==> config.mk <==
export PLATFORM = sky130hd
export DESIGN_NAME = time_set_ctrl
export DESIGN_NICKNAME = d
export VERILOG_FILES = /design/src/rtl/timer_pkg.sv /design/src/rtl/btn_debounce.sv /design/src/rtl/time_set_ctrl.sv
export SDC_FILE = /design/constraint.sdc
export NUM_CORES = 1
export LEC_CHECK = 0
export BUFFER_PORTS_ARGS = -buffer_cell sky130_fd_sc_hd__clkbuf_2
export CAP_MARGIN = 15
export CORE_MARGIN = 2
export CORE_UTILIZATION = 40
export CTS_CLUSTER_DIAMETER = 60
export DETAILED_ROUTE_END_ITERATION = 10
export PLACE_DENSITY = 0.67
export SLEW_MARGIN = 25
export SYNTH_ARGS = -nofsm -noshare
export SYNTH_HDL_FRONTEND = slang
export SYNTH_SLANG_ARGS = --single-unit
==> constraint.sdc <==
create_clock -name clk -period 2.55 [get_ports clk]
set_input_delay 0.3825 -clock clk [delete_from_list [all_inputs] [get_ports clk]]
set_output_delay 0.3825 -clock clk [all_outputs]
set_load 0.05 [all_outputs]
==> src/rtl/timer_pkg.sv <==
// Shared types, field limits and BCD helpers for the time-setting controller.
`timescale 1ns/1ps
package timer_pkg;

  typedef enum logic [1:0] {
    ST_RUN   = 2'd0,
    ST_SET_H = 2'd1,
    ST_SET_M = 2'd2,
    ST_SET_S = 2'd3
  } state_e;

  localparam int unsigned BM_S_ONES = 0;
  localparam int unsigned BM_S_TENS = 1;
  localparam int unsigned BM_M_ONES = 2;
  localparam int unsigned BM_M_TENS = 3;
  localparam int unsigned BM_H_ONES = 4;
  localparam int unsigned BM_H_TENS = 5;
  localparam int unsigned BM_W      = 6;

  localparam logic [7:0] HOUR_MAX   = 8'h23;
  localparam logic [7:0] MINSEC_MAX = 8'h59;

  // Increment a BCD field; invalid, out-of-range or maximum values go to 00.
  function automatic logic [7:0] bcd_inc(input logic [7:0] v, input logic [7:0] max);
    logic [7:0] r;
    if ((v[3:0] > 4'd9) || (v[7:4] > 4'd9) || (v >= max))
      r = 8'h00;
    else if (v[3:0] == 4'd9)
      r = {v[7:4] + 4'd1, 4'h0};
    else
      r = {v[7:4], v[3:0] + 4'd1};
    return r;
  endfunction

  // Both digit bits of the field being edited in the given state.
  function automatic logic [BM_W-1:0] field_mask(input state_e st);
    logic [BM_W-1:0] m;
    m = '0;
    case (st)
      ST_SET_H: begin m[BM_H_ONES] = 1'b1; m[BM_H_TENS] = 1'b1; end
      ST_SET_M: begin m[BM_M_ONES] = 1'b1; m[BM_M_TENS] = 1'b1; end
      ST_SET_S: begin m[BM_S_ONES] = 1'b1; m[BM_S_TENS] = 1'b1; end
      default:  m = '0;
    endcase
    return m;
  endfunction

endpackage

==> src/rtl/btn_debounce.sv <==
// Button conditioning: 2-flop synchronizer, counting debouncer, one-cycle press pulse.
`timescale 1ns/1ps
module btn_debounce #(
  parameter int unsigned DEBOUNCE_CYCLES = 1_000_000
) (
  input  logic clk,
  input  logic rst_n,
  input  logic i_btn,
  output logic o_pulse
);

  localparam int unsigned CNT_W = $clog2(DEBOUNCE_CYCLES + 1);

  logic [1:0]       r_sync;
  logic             r_stable;
  logic             r_pulse;
  logic [CNT_W-1:0] r_cnt;
  logic             w_diff;
  logic             w_accept;

  assign w_diff   = r_sync[1] ^ r_stable;
  assign w_accept = w_diff && (r_cnt == CNT_W'(DEBOUNCE_CYCLES - 1));

  // Pulse is registered alongside the accepted rise so it appears the following cycle.
  always_ff @(posedge clk or negedge rst_n) begin
    if (!rst_n) begin
      r_sync   <= 2'b00;
      r_stable <= 1'b0;
      r_cnt    <= '0;
      r_pulse  <= 1'b0;
    end else begin
      r_sync  <= {r_sync[0], i_btn};
      r_pulse <= w_accept && r_sync[1];
      if (!w_diff) begin
        r_cnt <= '0;
      end else if (w_accept) begin
        r_cnt    <= '0;
        r_stable <= r_sync[1];
      end else begin
        r_cnt <= r_cnt + CNT_W'(1);
      end
    end
  end

  assign o_pulse = r_pulse;

endmodule

==> src/rtl/time_set_ctrl.sv <==
// Run/set mode controller: edits shadow BCD time, loads it back, drives the blink mask.
`timescale 1ns/1ps
module time_set_ctrl
  import timer_pkg::*;
#(
  parameter int unsigned DEBOUNCE_CYCLES = 1_000_000,
  parameter int unsigned BLINK_CYCLES    = 25_000_000
) (
  input  logic            clk,
  input  logic            rst_n,
  input  logic            i_btn_mode,
  input  logic            i_btn_inc,
  input  logic [7:0]      i_cur_h,
  input  logic [7:0]      i_cur_m,
  input  logic [7:0]      i_cur_s,
  output logic            o_run_en,
  output logic            o_load,
  output logic [7:0]      o_load_h,
  output logic [7:0]      o_load_m,
  output logic [7:0]      o_load_s,
  output logic [BM_W-1:0] o_blink_mask,
  output logic [1:0]      o_mode
);

  localparam int unsigned BLINK_W = $clog2(BLINK_CYCLES + 1);

  state_e             r_state;
  state_e             w_state_next;
  logic               w_mode_pulse;
  logic               w_inc_pulse;
  logic               w_state_chg;
  logic               w_phase_next;
  logic               r_run_en;
  logic               r_load;
  logic [7:0]         r_edit_h;
  logic [7:0]         r_edit_m;
  logic [7:0]         r_edit_s;
  logic [BLINK_W-1:0] r_blink_cnt;
  logic               r_blink_phase;
  logic [BM_W-1:0]    r_blink_mask;

  btn_debounce #(.DEBOUNCE_CYCLES(DEBOUNCE_CYCLES)) u_db_mode (
    .clk(clk), .rst_n(rst_n), .i_btn(i_btn_mode), .o_pulse(w_mode_pulse)
  );

  btn_debounce #(.DEBOUNCE_CYCLES(DEBOUNCE_CYCLES)) u_db_inc (
    .clk(clk), .rst_n(rst_n), .i_btn(i_btn_inc), .o_pulse(w_inc_pulse)
  );

  always_ff @(posedge clk or negedge rst_n) begin
    if (!rst_n) r_state <= ST_RUN;
    else        r_state <= w_state_next;
  end

  always_comb begin
    w_state_next = r_state;
    if (w_mode_pulse) begin
      case (r_state)
        ST_RUN:   w_state_next = ST_SET_H;
        ST_SET_H: w_state_next = ST_SET_M;
        ST_SET_M: w_state_next = ST_SET_S;
        default:  w_state_next = ST_RUN;
      endcase
    end
  end

  assign w_state_chg = (w_state_next != r_state);

  // Load strobe and run_en rise share the edge that returns the FSM to RUN.
  always_ff @(posedge clk or negedge rst_n) begin
    if (!rst_n) begin
      r_run_en <= 1'b1;
      r_load   <= 1'b0;
    end else begin
      r_run_en <= (w_state_next == ST_RUN);
      r_load   <= (r_state == ST_SET_S) && w_mode_pulse;
    end
  end

  // Mode pulse has priority: a coincident inc is dropped.
  always_ff @(posedge clk or negedge rst_n) begin
    if (!rst_n) begin
      r_edit_h <= 8'h00;
      r_edit_m <= 8'h00;
      r_edit_s <= 8'h00;
    end else if (w_mode_pulse) begin
      if (r_state == ST_RUN) begin
        r_edit_h <= i_cur_h;
        r_edit_m <= i_cur_m;
        r_edit_s <= i_cur_s;
      end
    end else if (w_inc_pulse) begin
      case (r_state)
        ST_SET_H: r_edit_h <= bcd_inc(r_edit_h, HOUR_MAX);
        ST_SET_M: r_edit_m <= bcd_inc(r_edit_m, MINSEC_MAX);
        ST_SET_S: r_edit_s <= bcd_inc(r_edit_s, MINSEC_MAX);
        default: ;
      endcase
    end
  end

  always_comb begin
    w_phase_next = r_blink_phase;
    if (w_state_chg || (r_state == ST_RUN))
      w_phase_next = 1'b0;
    else if (r_blink_cnt == BLINK_W'(BLINK_CYCLES - 1))
      w_phase_next = ~r_blink_phase;
  end

  // Blink timer restarts with digits visible on every state change.
  always_ff @(posedge clk or negedge rst_n) begin
    if (!rst_n) begin
      r_blink_cnt   <= '0;
      r_blink_phase <= 1'b0;
      r_blink_mask  <= '0;
    end else begin
      r_blink_phase <= w_phase_next;
      r_blink_mask  <= w_phase_next ? field_mask(w_state_next) : '0;
      if (w_state_chg || (r_state == ST_RUN) ||
          (r_blink_cnt == BLINK_W'(BLINK_CYCLES - 1)))
        r_blink_cnt <= '0;
      else
        r_blink_cnt <= r_blink_cnt + BLINK_W'(1);
    end
  end

  assign o_mode       = r_state;
  assign o_run_en     = r_run_en;
  assign o_load       = r_load;
  assign o_load_h     = r_edit_h;
  assign o_load_m     = r_edit_m;
  assign o_load_s     = r_edit_s;
  assign o_blink_mask = r_blink_mask;

endmodule

# Word-level counts from Yosys, hierarchy flattened
# Cells that the tools add are included.
[totals]
register_bits = 108
in_bits = 28
out_inout_bits = 34
wordCells = 116
[classes]
n_addsub = 9
order_cmp = 9
n_eq_ne = 14
muxes = 31
n_bitwise = 3
reduce_logical = 30
[ops]
columns = ["op", "count"]
rows = [
  ["2-to-1 mux 8 bit", 18],
  ["2-to-1 mux 20 bit", 4],
  ["adder 20 x 1 -> 20 bit, second input constant", 2],
  ["equality test 20 bit, second input constant", 2],
  ["adder 25 x 1 -> 25 bit, second input constant", 1],
  ["equality test 25 bit, second input constant", 1],
  ["2-to-1 mux 25 bit", 1],
  ["adder 4 x 1 -> 4 bit, second input constant", 6],
  ["greater-than comparator 4 bit, second input constant", 6],
  ["greater-or-equal comparator 8 x 7 -> 1 bit, second input constant", 2],
  ["equality test 4 bit, second input constant", 3],
  ["AND reduction 4 bit", 3],
  ["AND reduction 3 bit", 3],
  ["nonzero test 3 bit", 3],
  ["equality test 2 bit, second input constant", 4],
  ["greater-or-equal comparator 8 x 6 -> 1 bit, second input constant", 1],
  ["logical OR 1 bit", 8],
  ["2-to-1 mux 2 bit", 4],
  ["nonzero test 2 bit", 4],
  ["2-to-1 mux 6 bit", 1],
  ["case mux 2 bit (3 select lines)", 1],
  ["logical AND 1 bit", 5],
  ["equality test 2 x 1 -> 1 bit, second input constant", 2],
  ["zero test 2 bit", 2],
  ["6 further kinds", 9],
]

# Logic depth before layout (Yosys ltp)
[logic_depth]
depth_word = 7
depth_mapped = 8
ltp_nobuf = 6

# Modules after synthesis
# Synthesis repeated with hierarchy kept, for this count alone.
[unflattened]
cells_unflattened = 579
area_unflattened_um2 = 5783.0
[by_module_without_submodules]
columns = ["module", "instances", "cells_per_inst", "area_per_inst_um2", "seq_area_each_um2"]
rows = [
  ["time_set_ctrl", 1, 365, 3413.3, 1427.6],
  ["btn_debounce", 2, 107, 1184.9, 600.6],
]

# Worst setup path after synthesis
# No wires, ideal clock.
[synth_timing]
kind = "register -> register"
start = "register r_state[0] (netlist: o_mode[0])"
end = "register r_blink_cnt[21]"
setup_time_ns = 0.094
t_arrival_ns = 2.220
t_required_ns = 2.456
path_slack_ns = 0.236
path_stages_with_launch = 9
path_buffers = 2
period_less_slack_ns = 2.314
cell_sequence = "dfrtp_1 > inv_1 > ha_1 > xor2_1 > o21ai_0 > nand2b_1 > clkbuf_1 > clkbuf_1 > a211oi_1"
[synth_between]
elab_chain_cells = 7
word_cells_on_any_way = 9
classes_between = "3 x eq/ne; 3 x mux; 3 x reduce/logical"
[synth_lines]
columns = ["item", "line_no", "source"]
rows = [
  ["start: declaration", "time_set_ctrl.sv:27", "state_e r_state;"],
  ["start signal: assignment", "time_set_ctrl.sv:52", "else r_state <= w_state_next;"],
  ["equality test 2 bit (tied with other cells)", "time_set_ctrl.sv:58", "case (r_state)"],
  ["case mux 2 bit (3 select lines)", "time_set_ctrl.sv:58", ""],
  ["2-to-1 mux 2 bit", "time_set_ctrl.sv:57", "if (w_mode_pulse) begin"],
  ["inequality test 2 bit", "time_set_ctrl.sv:67", "assign w_state_chg = (w_state_next != r_state);"],
  ["logical OR 1 bit (*) (2 in a row)", "time_set_ctrl.sv:119", "if (w_state_chg || (r_state == ST_RUN) ||"],
  ["2-to-1 mux 25 bit (*)", "time_set_ctrl.sv:119", ""],
  ["end signal: assignment", "time_set_ctrl.sv:123", "r_blink_cnt <= r_blink_cnt + BLINK_W'(1);"],
  ["end: declaration", "time_set_ctrl.sv:38", "logic [BLINK_W-1:0] r_blink_cnt;"],
]
# Every way passes the cells marked *; elsewhere a longest branch is shown, timed or not.
# A chain may end at the register's enable or synchronous reset.

# Final worst setup path
[layout_timing]
start = "register r_blink_cnt[5]"
end = "register r_blink_cnt[24]"
[layout_between]
elab_chain_cells = 3
word_cells_on_any_way = 4
classes_between = "1 x add/sub; 1 x eq/ne; 1 x mux; 1 x reduce/logical"
[layout_lines]
columns = ["item", "line_no"]
rows = [
  ["branches (longest 2 deep; another with adder 25 x 1 -> 25 bit)", "n/a"],
  ["2-to-1 mux 25 bit (*)", "time_set_ctrl.sv:119"],
]
# Mark *: on every way between the ends.

==> results.yml <==
worst_setup_path:
  crit_path_max_fanout: 14
  crit_path_max_incr_delay_ns: 0.63
  crit_buf_inv: 0
  arrival_ns: 2.42
  startpoint_type_of_the_worst_setup_path: "flop"
  timing.critical_path.max_delay_family: "simple AND/OR/NAND/NOR gates"
  timing.critical_path.required_ns: 2.80
  worst-setup-path-type: "reg -> reg"
  endpoint_kind: "flop"
  timing.critical_path.cells: "nand4_4 -> or4_4 -> or4_1 -> a211oi_1"
  critical_path.slowest_cell: "or4_4"
route:
  drtPass1Iterations: 4
  via_count: 4580
  average_routed_wire_per_standard_cell_um: 14.6
  ant_nets: 0
  postRouteWirelength_um: 12100
  vias_per_cell: 5.52
  drt-initial-drc-count: 228
  drcViolationCount: 0
die:
  rows: 43
  die_y_um: 122
  core_region_area_mm2: 0.0138
  io_pins: 62
  initial_utilization: 0.405
  horizontal_die_dimension_um: 122
  die_area_mm2: 0.0149
finish:
  register_area_mm2: 0.00263
  layout_common_cells: "104 x dfrtp_1, 60 x clkbuf_2, 55 x nand2_1, 36 x nor2_1, 32 x o21ai_0"
  fraction_of_final_layout_cells_sized_beyond_drive_strength_1: 0.156
  syn_to_final_growth_pct: 15.1
  finalNetCount: 688
  multi_input_comb_area_mm2: 0.00275
  mostFrequentLayoutCell: "dfrtp_1"
  stdcell_area_mm2: 0.00642
  instances_no_fill: 829
  fillers: 1328
  antennaDiodeCount: 0
placement:
  hpwlAfterDp_um: 8720
  cell_count_after_placement: 812
  place.port_buffers: 61
  worst_slack_at_placement_ns: 0.392
  routabilityCongestion: 0.818
  placed_cell_area_mm2: 0.00612
yosys:
  synth-edff-count: 0
  postSynth.topFlopCell: "dfrtp_1"
  synth.net_count: 630
  yosys_warnings: 0
  synth_area_per_cell_um2: 9.52
  postSynthRegisterBits: 105
  synthDistinctLibCells: 57
  async_reset_ff_frac: 1.00
  syn-cell-area_mm2: 0.00558
  syn-instance-count: 586
  yosysSeqAreaShare: 0.471
clock_tree:
  ctsResizeCount: 0
  insertion_delay_of_the_later_clocked_pin_in_the_worst_skew_pair_ns: 0.35
  tritoncts: "built"
  number_of_cts_inserted_buffers: 9
  clock-sinks: 105
  cts_max_level: 3
  root_buffer_cell: "clkbuf_16"
  cts_setup_buffers: 0
  cts.clk_slew.worst_paths_ns: 0.07
  cts_max_path_bufs: 2
global_route:
  global_route.overflow_total: 0
  antenna_found_initial: 0
  grt_max_degree: 52
  grt_pass1_vias: 4391
  groute.usage.overall: 0.171
  grt_pass1_wl_um: 20400
sta:
  slew_headroom: 0.500
  fin_ws_ns: 0.382
  transition_time_at_the_pin_with_the_least_slew_margin_ns: 0.731
  setup_tns_ns: 0
  min_period_over_period: 0.850
  slew_viol_final: 0
  setup-violations-final: 0
  timing.fmax_mhz: 461
  timing_hold_violations_final: 0
  skew_ns: 0.00662
  min_period_ns: 2.17
  grt_setup_unrepaired: "no"
power_and_ir_drop:
  vdd_drop_max_mv: 0.312
  power_uw: 3130
  cellLeakagePower_uw: 0.00267
  power.density_cell_area_mw_per_mm2: 488
  power_report.internal_total_uw: 2470
  clock_power_share: 0.432
  power.combinational.fraction: 0.029
  power.share.switching: 0.212
  net-switching-power_uw: 663
  power_frac_seq: 0.539
job:
  timing.max_cap.violations: 0
worst_hold_path:
  hold_class: "in -> reg"
status:
  status: "finished, final reports clean"
synth_stat cells (4+ instances only):
library cell | number | area share
a211oi_1 | 14 | 0.019
a21o_1 | 4 | 0.0054
a21oi_1 | 31 | 0.028
a22o_1 | 6 | 0.0094
and2_1 | 4 | 0.0045
and3_1 | 6 | 0.0067
and4_1 | 4 | 0.0063
clkbuf_1 | 21 | 0.014
dfrtp_1 | 104 | 0.47
ha_1 | 16 | 0.036
inv_1 | 25 | 0.017
nand2_1 | 55 | 0.037
nand2b_1 | 4 | 0.0045
nand3_1 | 30 | 0.027
nand3b_1 | 4 | 0.0054
nand4_1 | 12 | 0.013
nor2_1 | 36 | 0.024
nor3_1 | 26 | 0.023
nor4_1 | 10 | 0.011
nor4b_1 | 4 | 0.0063
o211ai_1 | 4 | 0.0054
o21ai_0 | 32 | 0.029
o31ai_1 | 16 | 0.022
or3_1 | 15 | 0.017
or4_1 | 16 | 0.022
xnor2_1 | 20 | 0.031
xor2_1 | 19 | 0.030
worst reg2reg max path, delay by kind of cell, from the launching register on:
family | cells | cell delay, ns
AND/OR/NAND/NOR | 3 | 1.31
flip-flops | 1 | 0.50
AO/OA/AOI/OAI | 1 | 0.26
final timing paths:
| check | endpoint | from | cells past startpoint | slack, ns |
|---|---|---|---|---|
| setup / recovery | r_blink_cnt[24] | r_blink_cnt[5] | 4 | 0.38 |
| hold / removal | u_db_inc.r_sync[0] | i_btn_inc | 1 | 0.14 |
| setup reg to reg | r_blink_cnt[24] | r_blink_cnt[5] | 4 | 0.38 |
| hold reg to reg | u_db_mode.r_sync[1] | u_db_mode.r_sync[0] | 0 | 0.35 |
| max in group asynchronous | o_load_m[3] | rst_n | 3 | 1.32 |
| min in group asynchronous | r_blink_cnt[20] | rst_n | 2 | 0.50 |
power by group through the flow:
stage	clock, uW	sequential (uW)	combinational (uW)
finish	1350	1690	91.1
global route	1460	1690	104
CTS	1400	1690	95.2
detailed placement	0	1720	93.4
global placement	0	1720	89.9
floorplan	0	1720	22.5
layer usage:
layer	part of all wire	vias to the layer above	global-route usage
li1	-	2244	-
met1	0.46	2228	0.221
met2	0.48	91	0.283
met3	0.042	17	0.0318
met4	0.019	0	0.0711
met5	0	-	0
sequential cells by signal, indices dropped and copies added, names as in the netlist, 2 cells and up:
name and count:
o_load_m 8, o_load_h 8, r_blink_cnt 25, u_db_mode.r_cnt 20, u_db_inc.r_cnt 20, o_blink_mask 3, u_db_inc.r_sync 2, o_load_s 8
u_db_mode.r_sync 2, o_mode 2
area by class of cell:
| cell class | instances | share of cell area |
|---|---|---|
| clock buffers | 11 | 0.0362 |
| well taps | 180 | 0.0351 |
| flip-flops and latches | 105 | 0.409 |
| repair buffers | 75 | 0.0686 |
| inverters | 25 | 0.0146 |
| multi-input cells | 428 | 0.427 |
| clock inverters | 5 | 0.00877 |
kinds of logic after synthesis:
kind of cell,after synthesis,synth area share
AND/OR/NAND/NOR,242,0.236
AO/OA/AOI/OAI,127,0.148
flip-flops,105,0.471
buffers and inverters,53,0.0397
XOR/XNOR,39,0.0612
adder cells (fa/ha/maj),16,0.0359
multiplexers,4,0.00762
through the flow:
stage,utilization,hold WS (ns)
after CTS,0.466,0.128
after global placement,0.445,0.335
after global routing,0.466,0.135
after floorplan,-,0.0869
final,0.466,0.142
after detailed placement,0.445,0.343
what timing repair did:
item                                    in CTS  in global routing
endpoints found under the setup margin       0                  0
hold buffers                                 1                  0
endpoints found under the hold margin       25                  0
Note: power is estimated with default switching activity, not from simulation.
